===== config.mk =====
export PLATFORM = sky130hd
export DESIGN_NAME = sap1_controller
export DESIGN_NICKNAME = d
export VERILOG_FILES = /design/src/rtl/sap1_controller_pkg.sv /design/src/rtl/sap1_controller_ring_counter.sv /design/src/rtl/sap1_controller.sv
export SDC_FILE = /design/constraint.sdc
export NUM_CORES = 1
export LEC_CHECK = 0
export CORE_AREA = 4 4 41 43
export DETAILED_ROUTE_END_ITERATION = 8
export DIE_AREA = 0 0 45 47
export DONT_BUFFER_PORTS = 1
export HOLD_SLACK_MARGIN = 0.05
export SYNTH_ARGS = -nofsm -noshare
export SYNTH_HDL_FRONTEND = slang
export SYNTH_SLANG_ARGS = --single-unit
export TNS_END_PERCENT = 20

===== constraint.sdc =====
create_clock -name clk -period 1.3 [get_ports clk]
set_input_delay 0.26 -clock clk [delete_from_list [all_inputs] [get_ports clk]]
set_output_delay 0.26 -clock clk [all_outputs]
set_load 0.02 [all_outputs]

===== src/rtl/sap1_controller_pkg.sv =====
`default_nettype none
// ============================================================================
// Module      : sap1_controller_pkg
// Description : Opcodes, T-state encodings and the control word for SAP-1.
// Revision    : 1.0 - initial release
// ============================================================================
package sap1_controller_pkg;

    localparam logic [3:0] OP_LDA = 4'h0;
    localparam logic [3:0] OP_ADD = 4'h1;
    localparam logic [3:0] OP_SUB = 4'h2;
    localparam logic [3:0] OP_OUT = 4'hE;
    localparam logic [3:0] OP_HLT = 4'hF;

    localparam logic [5:0] T1 = 6'b000001;
    localparam logic [5:0] T2 = 6'b000010;
    localparam logic [5:0] T3 = 6'b000100;
    localparam logic [5:0] T4 = 6'b001000;
    localparam logic [5:0] T5 = 6'b010000;
    localparam logic [5:0] T6 = 6'b100000;

    // Field order fixes the control-word bit positions (cp is the MSB).
    typedef struct packed {
        logic cp;
        logic ep;
        logic lm;
        logic ce;
        logic li;
        logic ei;
        logic la;
        logic ea;
        logic su;
        logic eu;
        logic lb;
        logic lo;
        logic hlt;
    } ctrl_t;

endpackage
`default_nettype wire


===== src/rtl/sap1_controller_ring_counter.sv =====
`default_nettype none
// ============================================================================
// Module      : sap1_controller_ring_counter
// Description : One-hot rotating ring with sync reset to bit0 and a hold input.
// Revision    : 1.0 - initial release
// ============================================================================
module sap1_controller_ring_counter #(
    parameter int N = 6
) (
    input  logic         clk,
    input  logic         rst,
    input  logic         i_hold,
    output logic [N-1:0] o_state
);

    logic [N-1:0] r_state;

    always_ff @(posedge clk) begin
        if (rst) begin
            r_state <= {{(N-1){1'b0}}, 1'b1};
        end else if (!i_hold) begin
            r_state <= {r_state[N-2:0], r_state[N-1]};
        end
    end

    assign o_state = r_state;

endmodule
`default_nettype wire


===== src/rtl/sap1_controller.sv =====
`default_nettype none
// ============================================================================
// Module      : sap1_controller
// Description : SAP-1 controller-sequencer; T1..T6 ring plus opcode decode.
// Revision    : 1.0 - initial release
// ============================================================================
module sap1_controller
    import sap1_controller_pkg::*;
#(
    parameter int OPCODE_W  = 4,
    parameter int N_TSTATES = 6
) (
    input  logic                clk,
    input  logic                reset,
    input  logic [OPCODE_W-1:0] i_opcode,
    output logic                o_cp,
    output logic                o_ep,
    output logic                o_lm,
    output logic                o_ce,
    output logic                o_li,
    output logic                o_ei,
    output logic                o_la,
    output logic                o_ea,
    output logic                o_su,
    output logic                o_eu,
    output logic                o_lb,
    output logic                o_lo,
    output logic                o_hlt,
    output logic [5:0]          o_tstate
);

    logic [N_TSTATES-1:0] w_ring;
    logic                 r_halted;
    ctrl_t                w_ctrl;

    // Once halted the ring is frozen; its value is masked off at the output.
    sap1_controller_ring_counter #(
        .N (N_TSTATES)
    ) u_ring (
        .clk     (clk),
        .rst     (reset),
        .i_hold  (r_halted),
        .o_state (w_ring)
    );

    always_ff @(posedge clk) begin
        if (reset) begin
            r_halted <= 1'b0;
        end else if (w_ctrl.hlt) begin
            r_halted <= 1'b1;
        end
    end

    always_comb begin
        w_ctrl = '0;
        if (!reset && !r_halted) begin
            case (w_ring)
                T1: begin w_ctrl.ep = 1'b1; w_ctrl.lm = 1'b1; end
                T2: begin w_ctrl.cp = 1'b1; end
                T3: begin w_ctrl.ce = 1'b1; w_ctrl.li = 1'b1; end
                T4: begin
                    case (i_opcode)
                        OP_LDA, OP_ADD, OP_SUB: begin w_ctrl.ei = 1'b1; w_ctrl.lm = 1'b1; end
                        OP_OUT: begin w_ctrl.ea = 1'b1; w_ctrl.lo = 1'b1; end
                        OP_HLT: begin w_ctrl.hlt = 1'b1; end
                        default: ;
                    endcase
                end
                T5: begin
                    case (i_opcode)
                        OP_LDA: begin w_ctrl.ce = 1'b1; w_ctrl.la = 1'b1; end
                        OP_ADD, OP_SUB: begin w_ctrl.ce = 1'b1; w_ctrl.lb = 1'b1; end
                        default: ;
                    endcase
                end
                T6: begin
                    case (i_opcode)
                        OP_ADD: begin w_ctrl.eu = 1'b1; w_ctrl.la = 1'b1; end
                        OP_SUB: begin w_ctrl.su = 1'b1; w_ctrl.eu = 1'b1; w_ctrl.la = 1'b1; end
                        default: ;
                    endcase
                end
                default: ;
            endcase
        end
    end

    assign o_cp  = w_ctrl.cp;
    assign o_ep  = w_ctrl.ep;
    assign o_lm  = w_ctrl.lm;
    assign o_ce  = w_ctrl.ce;
    assign o_li  = w_ctrl.li;
    assign o_ei  = w_ctrl.ei;
    assign o_la  = w_ctrl.la;
    assign o_ea  = w_ctrl.ea;
    assign o_su  = w_ctrl.su;
    assign o_eu  = w_ctrl.eu;
    assign o_lb  = w_ctrl.lb;
    assign o_lo  = w_ctrl.lo;
    assign o_hlt = !reset && (r_halted || w_ctrl.hlt);

    assign o_tstate = reset    ? T1 :
                      r_halted ? 6'b000000 :
                                 6'(w_ring);

endmodule
`default_nettype wire


=== Yosys cells after proc, flatten, opt, wreduce, memory -nomap -nowiden ===
Index checks and enable logic that the tools add are counted.

* $add $sub $neg: 0
* Multipliers: 0
* Div/mod/pow operators: 0
* Magnitude comparators: 0
* Equality and inequality tests: 10
* Shift operators: 0
* Muxes and demuxes: 20
* Bitwise logic cells: 0
* Reduce and logical (&&, ||, !) cells: 8

{| class="wikitable"
|+ Operators by type and width
! cell !! count
|-
| 2-to-1 mux 13 bit || 1
|-
| 2-to-1 mux 1 bit || 12
|-
| 2-to-1 mux 6 bit || 2
|-
| equality test 4 bit (second input constant) || 2
|-
| equality test 6 x 1 -> 1 bit (second input constant) || 1
|-
| equality test 6 x 2 -> 1 bit (second input constant) || 1
|-
| equality test 6 x 3 -> 1 bit (second input constant) || 1
|-
| equality test 6 x 4 -> 1 bit (second input constant) || 1
|-
| equality test 6 x 5 -> 1 bit (second input constant) || 1
|-
| equality test 6 bit (second input constant) || 1
|-
| case mux 1 bit (2 select lines) || 3
|-
| equality test 4 x 1 -> 1 bit (second input constant) || 1
|-
| equality test 4 x 2 -> 1 bit (second input constant) || 1
|-
| logical NOT 4 bit || 1
|-
| 2-to-1 mux 2 bit || 2
|-
| OR reduction 3 bit || 1
|-
| logical AND 1 bit || 2
|-
| logical NOT 1 bit || 2
|-
| OR reduction 2 bit || 1
|-
| logical OR 1 bit || 1
|}

* Flip-flop bits (word level): 7
* Bits in latches: 0
* Memory bits (writable): 0
* Memory bits (read-only): 0
* Bits of input ports: 6
* Output and inout port bits: 19
* Word-level logic and storage cells: 40
* Memories kept: 0

=== Longest topological paths before layout ===
* Word-level depth: 7
* Gate-level depth with buffers: 5
* Gate-level depth less buffers: 3

=== By module ===
From an unflattened synthesis, not the netlist that was laid out.

* Cell total of the unflattened synthesis: 63
* Area, all modules: 525.5 um2

{| class="wikitable"
|+ Modules (own cells, without submodules)
! module !! instances !! cells an instance !! area each (um2) !! sequential area each (um2)
|-
| sap1_controller || 1 || 44 || 307.8 || 20.0
|-
| sap1_controller_ring_counter || 1 || 19 || 217.7 || 120.1
|}

=== Worst setup path after synthesis ===
Ideal clock, no wire load.

* Path type: reg-to-output
* From: register u_ring.r_state[2], in the netlist u_ring.o_state[2]
* To: output port o_su
* Arrival time: 1490 ps
* Required time: 1040 ps
* Slack: -450 ps
* Stages on the path, launching flop included: 5
* Path buffers: 1
* Cells stage by stage: dfxtp_1 buf_4 nor4b_2 nand2_1 nor4_1

* Word-level cells in the longest chain between the ends: 3

{| class="wikitable"
|+ RTL lines
! item !! RTL line !! text
|-
| from (decl) || sap1_controller_ring_counter.sv:16 || <nowiki>logic [N-1:0] r_state;</nowiki>
|-
| from (signal assigned) || sap1_controller_ring_counter.sv:20 || <nowiki>r_state <= {{(N-1){1'b0}}, 1'b1};</nowiki>
|-
| from (signal assigned) || sap1_controller_ring_counter.sv:22 || <nowiki>r_state <= {r_state[N-2:0], r_state[N-1]};</nowiki>
|-
| equality test 6 bit || sap1_controller.sv:57 || <nowiki>case (w_ring)</nowiki>
|-
| 2-to-1 mux 2 bit || sap1_controller.sv:57 ||
|-
| 2-to-1 mux 13 bit || sap1_controller.sv:56 || <nowiki>if (!reset && !r_halted) begin</nowiki>
|-
| to (decl) || sap1_controller.sv:24 || <nowiki>output logic o_su,</nowiki>
|}

No other way between the ends.

=== Worst setup path after layout ===
* From: register u_ring.r_state[5], in the netlist u_ring.o_state[5]
* To: output port o_lm

* Word-level cells in the longest chain between the ends: 3
* Elaborated cells between the ends (all ways): 4
* Classes of those cells: 2 x eq/ne; 2 x mux

{| class="wikitable"
|+ RTL lines
! item !! RTL line !! text
|-
| equality test 6 x 4 -> 1 bit / equality test 6 x 1 -> 1 bit (equally long branches) || sap1_controller.sv:57 ||
|-
| case mux 1 bit (2 select lines) (*) || sap1_controller.sv:57 ||
|-
| 2-to-1 mux 13 bit (*) || sap1_controller.sv:56 ||
|-
| to (decl) || sap1_controller.sv:18 || <nowiki>output logic o_lm,</nowiki>
|}

Mark *: on every way between the ends. The rest lies on a longest branch, timed or not.

==> impl_results.md <==
* Reg2Reg Depth at 6
* Dpl hpwl at 1230 µm
* Layout cells sized above 1 at 0.625
* Crit path max-delay family: flip-flops
* Largest net degree at the start of global routing at 14
* Via density at 5.57
* Post-synth ARST share at 0
* Core area at around 1300 µm²
* Antenna Nets Post-Route at 0
* Die width at 45 µm
* Clk buf depth at 2
* Worst Setup Start Kind: flip-flop
* Remaining Overflow, GRT at 0
* Register area share after synthesis at 0.250
* Vias in the first global route at 606
* Critical path endpoint category: output port
* Port Buffers at 0
* Number of enable flip-flop cells after synthesis at 0
* Leak at about 0.36 nW
* RePlAce Congestion at 0.819
* Slew HR at 0.792
* Critical-path cell list: buf_4, nor2_4, nand3_2, o32ai_2, buf_4
* CTS tree: built
* Fin Hold WS at 0.0691 ns
* Initial drt markers at 5
* Power consumption at around 560 µW
* Synth Area per Inst at 7.89 µm²
* DIE AREA at roughly 2100 µm²
* Mean routed wirelength per cell at 15.2 µm
* Initial antenna violation count at 0
* Initial core utilization at 0.431
* Nets@finish at 103
* Reg2reg end: r_halted$_SDFFE_PP0P_
* Worst skew pair latency at 0.25 ns
* Layout Cells excl Fill at 111
* WP data required at approximately 1.0 ns
* Post-synth top flop: dfxtp_1
* CTS HTree Levels at 1
* Fin. Hold Viols at 0
* Worst r2r src: u_ring.o_state[2]$_SDFFE_PP0N_
* Io pins at 25
* Hold Path Stages at 1
* Most frequent cells in the layout: 23 x buf_4, 9 x nor2_1, 5 x nand2_1
* Root Buffer Master: clkbuf_4
* Max FO, Critical Path at 5
* Setup Skew at 0.00328 ns
* HP Class: in -> reg
* F_max at ~580 MHz
* Cts hold-fix bufs at 0
* Place WS at -0.253 ns
* Syn Inst Count at 71
* Final TNS setup at -5.20 ns
* Most common cell after layout, fill and taps aside: buf_4
* Tcrit/Tclk final at 1.33
* DP Cell Count at 105
* Max-cap violation count at 0
* Yosys top cell by area: dfxtp_1
* Hold Path Origin: reset
* Max Slew Vio Count at 0
* R2r setup slk at -0.26 ns
* Synth Net Count at between 70 and 80
* Rows at 13
* RSZ-0062 raised after global routing: true
* Slowest cell on crit path: dfxtp_4
* # setup viols final at 20
* Crit path DAT at 1.47 ns
* Crit-path max cell delay at 0.36 ns
* # diodes at 0
* Pwr dens at 597 nW/µm²
* Clock-pin transition on the worst setup and hold timing paths at approximately 0.050 ns
* Drt drc at 0
* Status: finished with violations
* Worst Setup Path Type: reg -> out
* Crit path buffers/inverters at 2
* Failing checks: setup timing
* Worst VDD drop at 792 µV
* Unique cell type count in the Yosys netlist at 29
* Yosys top cell area share at 0.250
* Hold EP: u_ring.o_state[2]$_SDFFE_PP0N_
* Initial DRT Pass Iterations at 4
* Chip Height at 47 µm
* Layout area overhead at 67.2%
* Netlist Area Pre-Place at 561 µm²
* Final min period at 1.73 ns
* Synth top area cells: dfxtp_1 25%, nor2_1 8.7%, mux2i_1 7.1%
* Tot GR Track Use at 0.184
* CTS Buf Count at 3
* First-pass GRT wire length at 2810 µm
* Synthesis warning total at 0
* Final setup margin at -0.431 ns
* Routed wire length at 1690 µm
* Clk sinks at 7
* Most frequent cell on the critical path: buf_4
* #FFs+latches synth at 7
* Tightest Pin Transition at 0.313 ns
* Vias at 618
cell type report:
type,count,area [µm²]
Sequential cell,7,156
Inverter,2,7.51
Clock buffer,4,26.3
Tap cell,15,18.8
Multi-Input combinational cell,56,510
Fill cell,115,364
Timing Repair Buffer,27,218
synth_stat cells, drive strengths merged (2+ instances only):
cell / n
and2: 4
nor2b: 4
buf: 5
o32ai: 2
nor2: 13
mux2i: 4
dfxtp: 7
nand2: 6
nand3: 2
nor3: 3
o31ai: 2
inv: 2
nand2b: 2
nor4: 4
cells by family (layout without fill, tap and decap cells):
family	Yosys count	in the layout	share of synthesized area
compound gates	9	9	0.121
buf+inv	8	33	0.0893
flops	7	7	0.250
mux	4	4	0.0714
simple gates	43	43	0.469
sequential cells by signal (all words and copies together) (netlist names):
signal,flops
r_halted,1
u_ring.o_state,6
through the flow:
stage / util / instance area, µm²
after floorplan: - / 616
after global placement: 0.596 / 776
after detailed placement: 0.596 / 776
after CTS: 0.688 / 896
after global routing: 0.720 / 937
final: 0.720 / 937
worst register-to-register path, cell delays in order (launching register included):
cell and delay, ns:
dfxtp_4 0.37, nor4_4 0.34, nand4_4 0.18, buf_4 0.17, buf_4 0.12, buf_4 0.12, o31ai_2 0.16
worst max path at each step:
stage,start,endpoint,slack (ns),depth (start not counted)
floorplan,u_ring.o_state[0]$_SDFFE_PP1N_,o_lo,-0.22,5
global placement,u_ring.o_state[0]$_SDFFE_PP1N_,o_hlt,-0.21,3
detailed placement,u_ring.o_state[0]$_SDFFE_PP1N_,o_su,-0.25,4
CTS,u_ring.o_state[2]$_SDFFE_PP0N_,o_hlt,-0.44,3
global route,u_ring.o_state[5]$_SDFFE_PP0N_,o_lm,-0.51,5
finish,u_ring.o_state[5]$_SDFFE_PP0N_,o_lm,-0.43,5
timing repair:
item	4_1_cts	5_1_grt
endpoints found under the setup margin	20	20
pin swaps	11	4
buffers inserted	1	1
resized for setup	30	6
routing by layer:
layer	share of wire	global-route usage	vias up
li1	-	-	298
met4	0.017	0.0351	0
met3	0.11	0.0843	4
met2	0.49	0.316	33
met1	0.38	0.211	283
met5	0	0	-
power by group:
part	leakage [nW]	internal (mW)	switching, mW	total [mW]
sequential	0.0604	0.217	0.0161	0.233
clock	0.0150	0.117	0.0753	0.192
combinational	0.282	0.0674	0.0676	0.135
(Power assumes the default switching activity.)
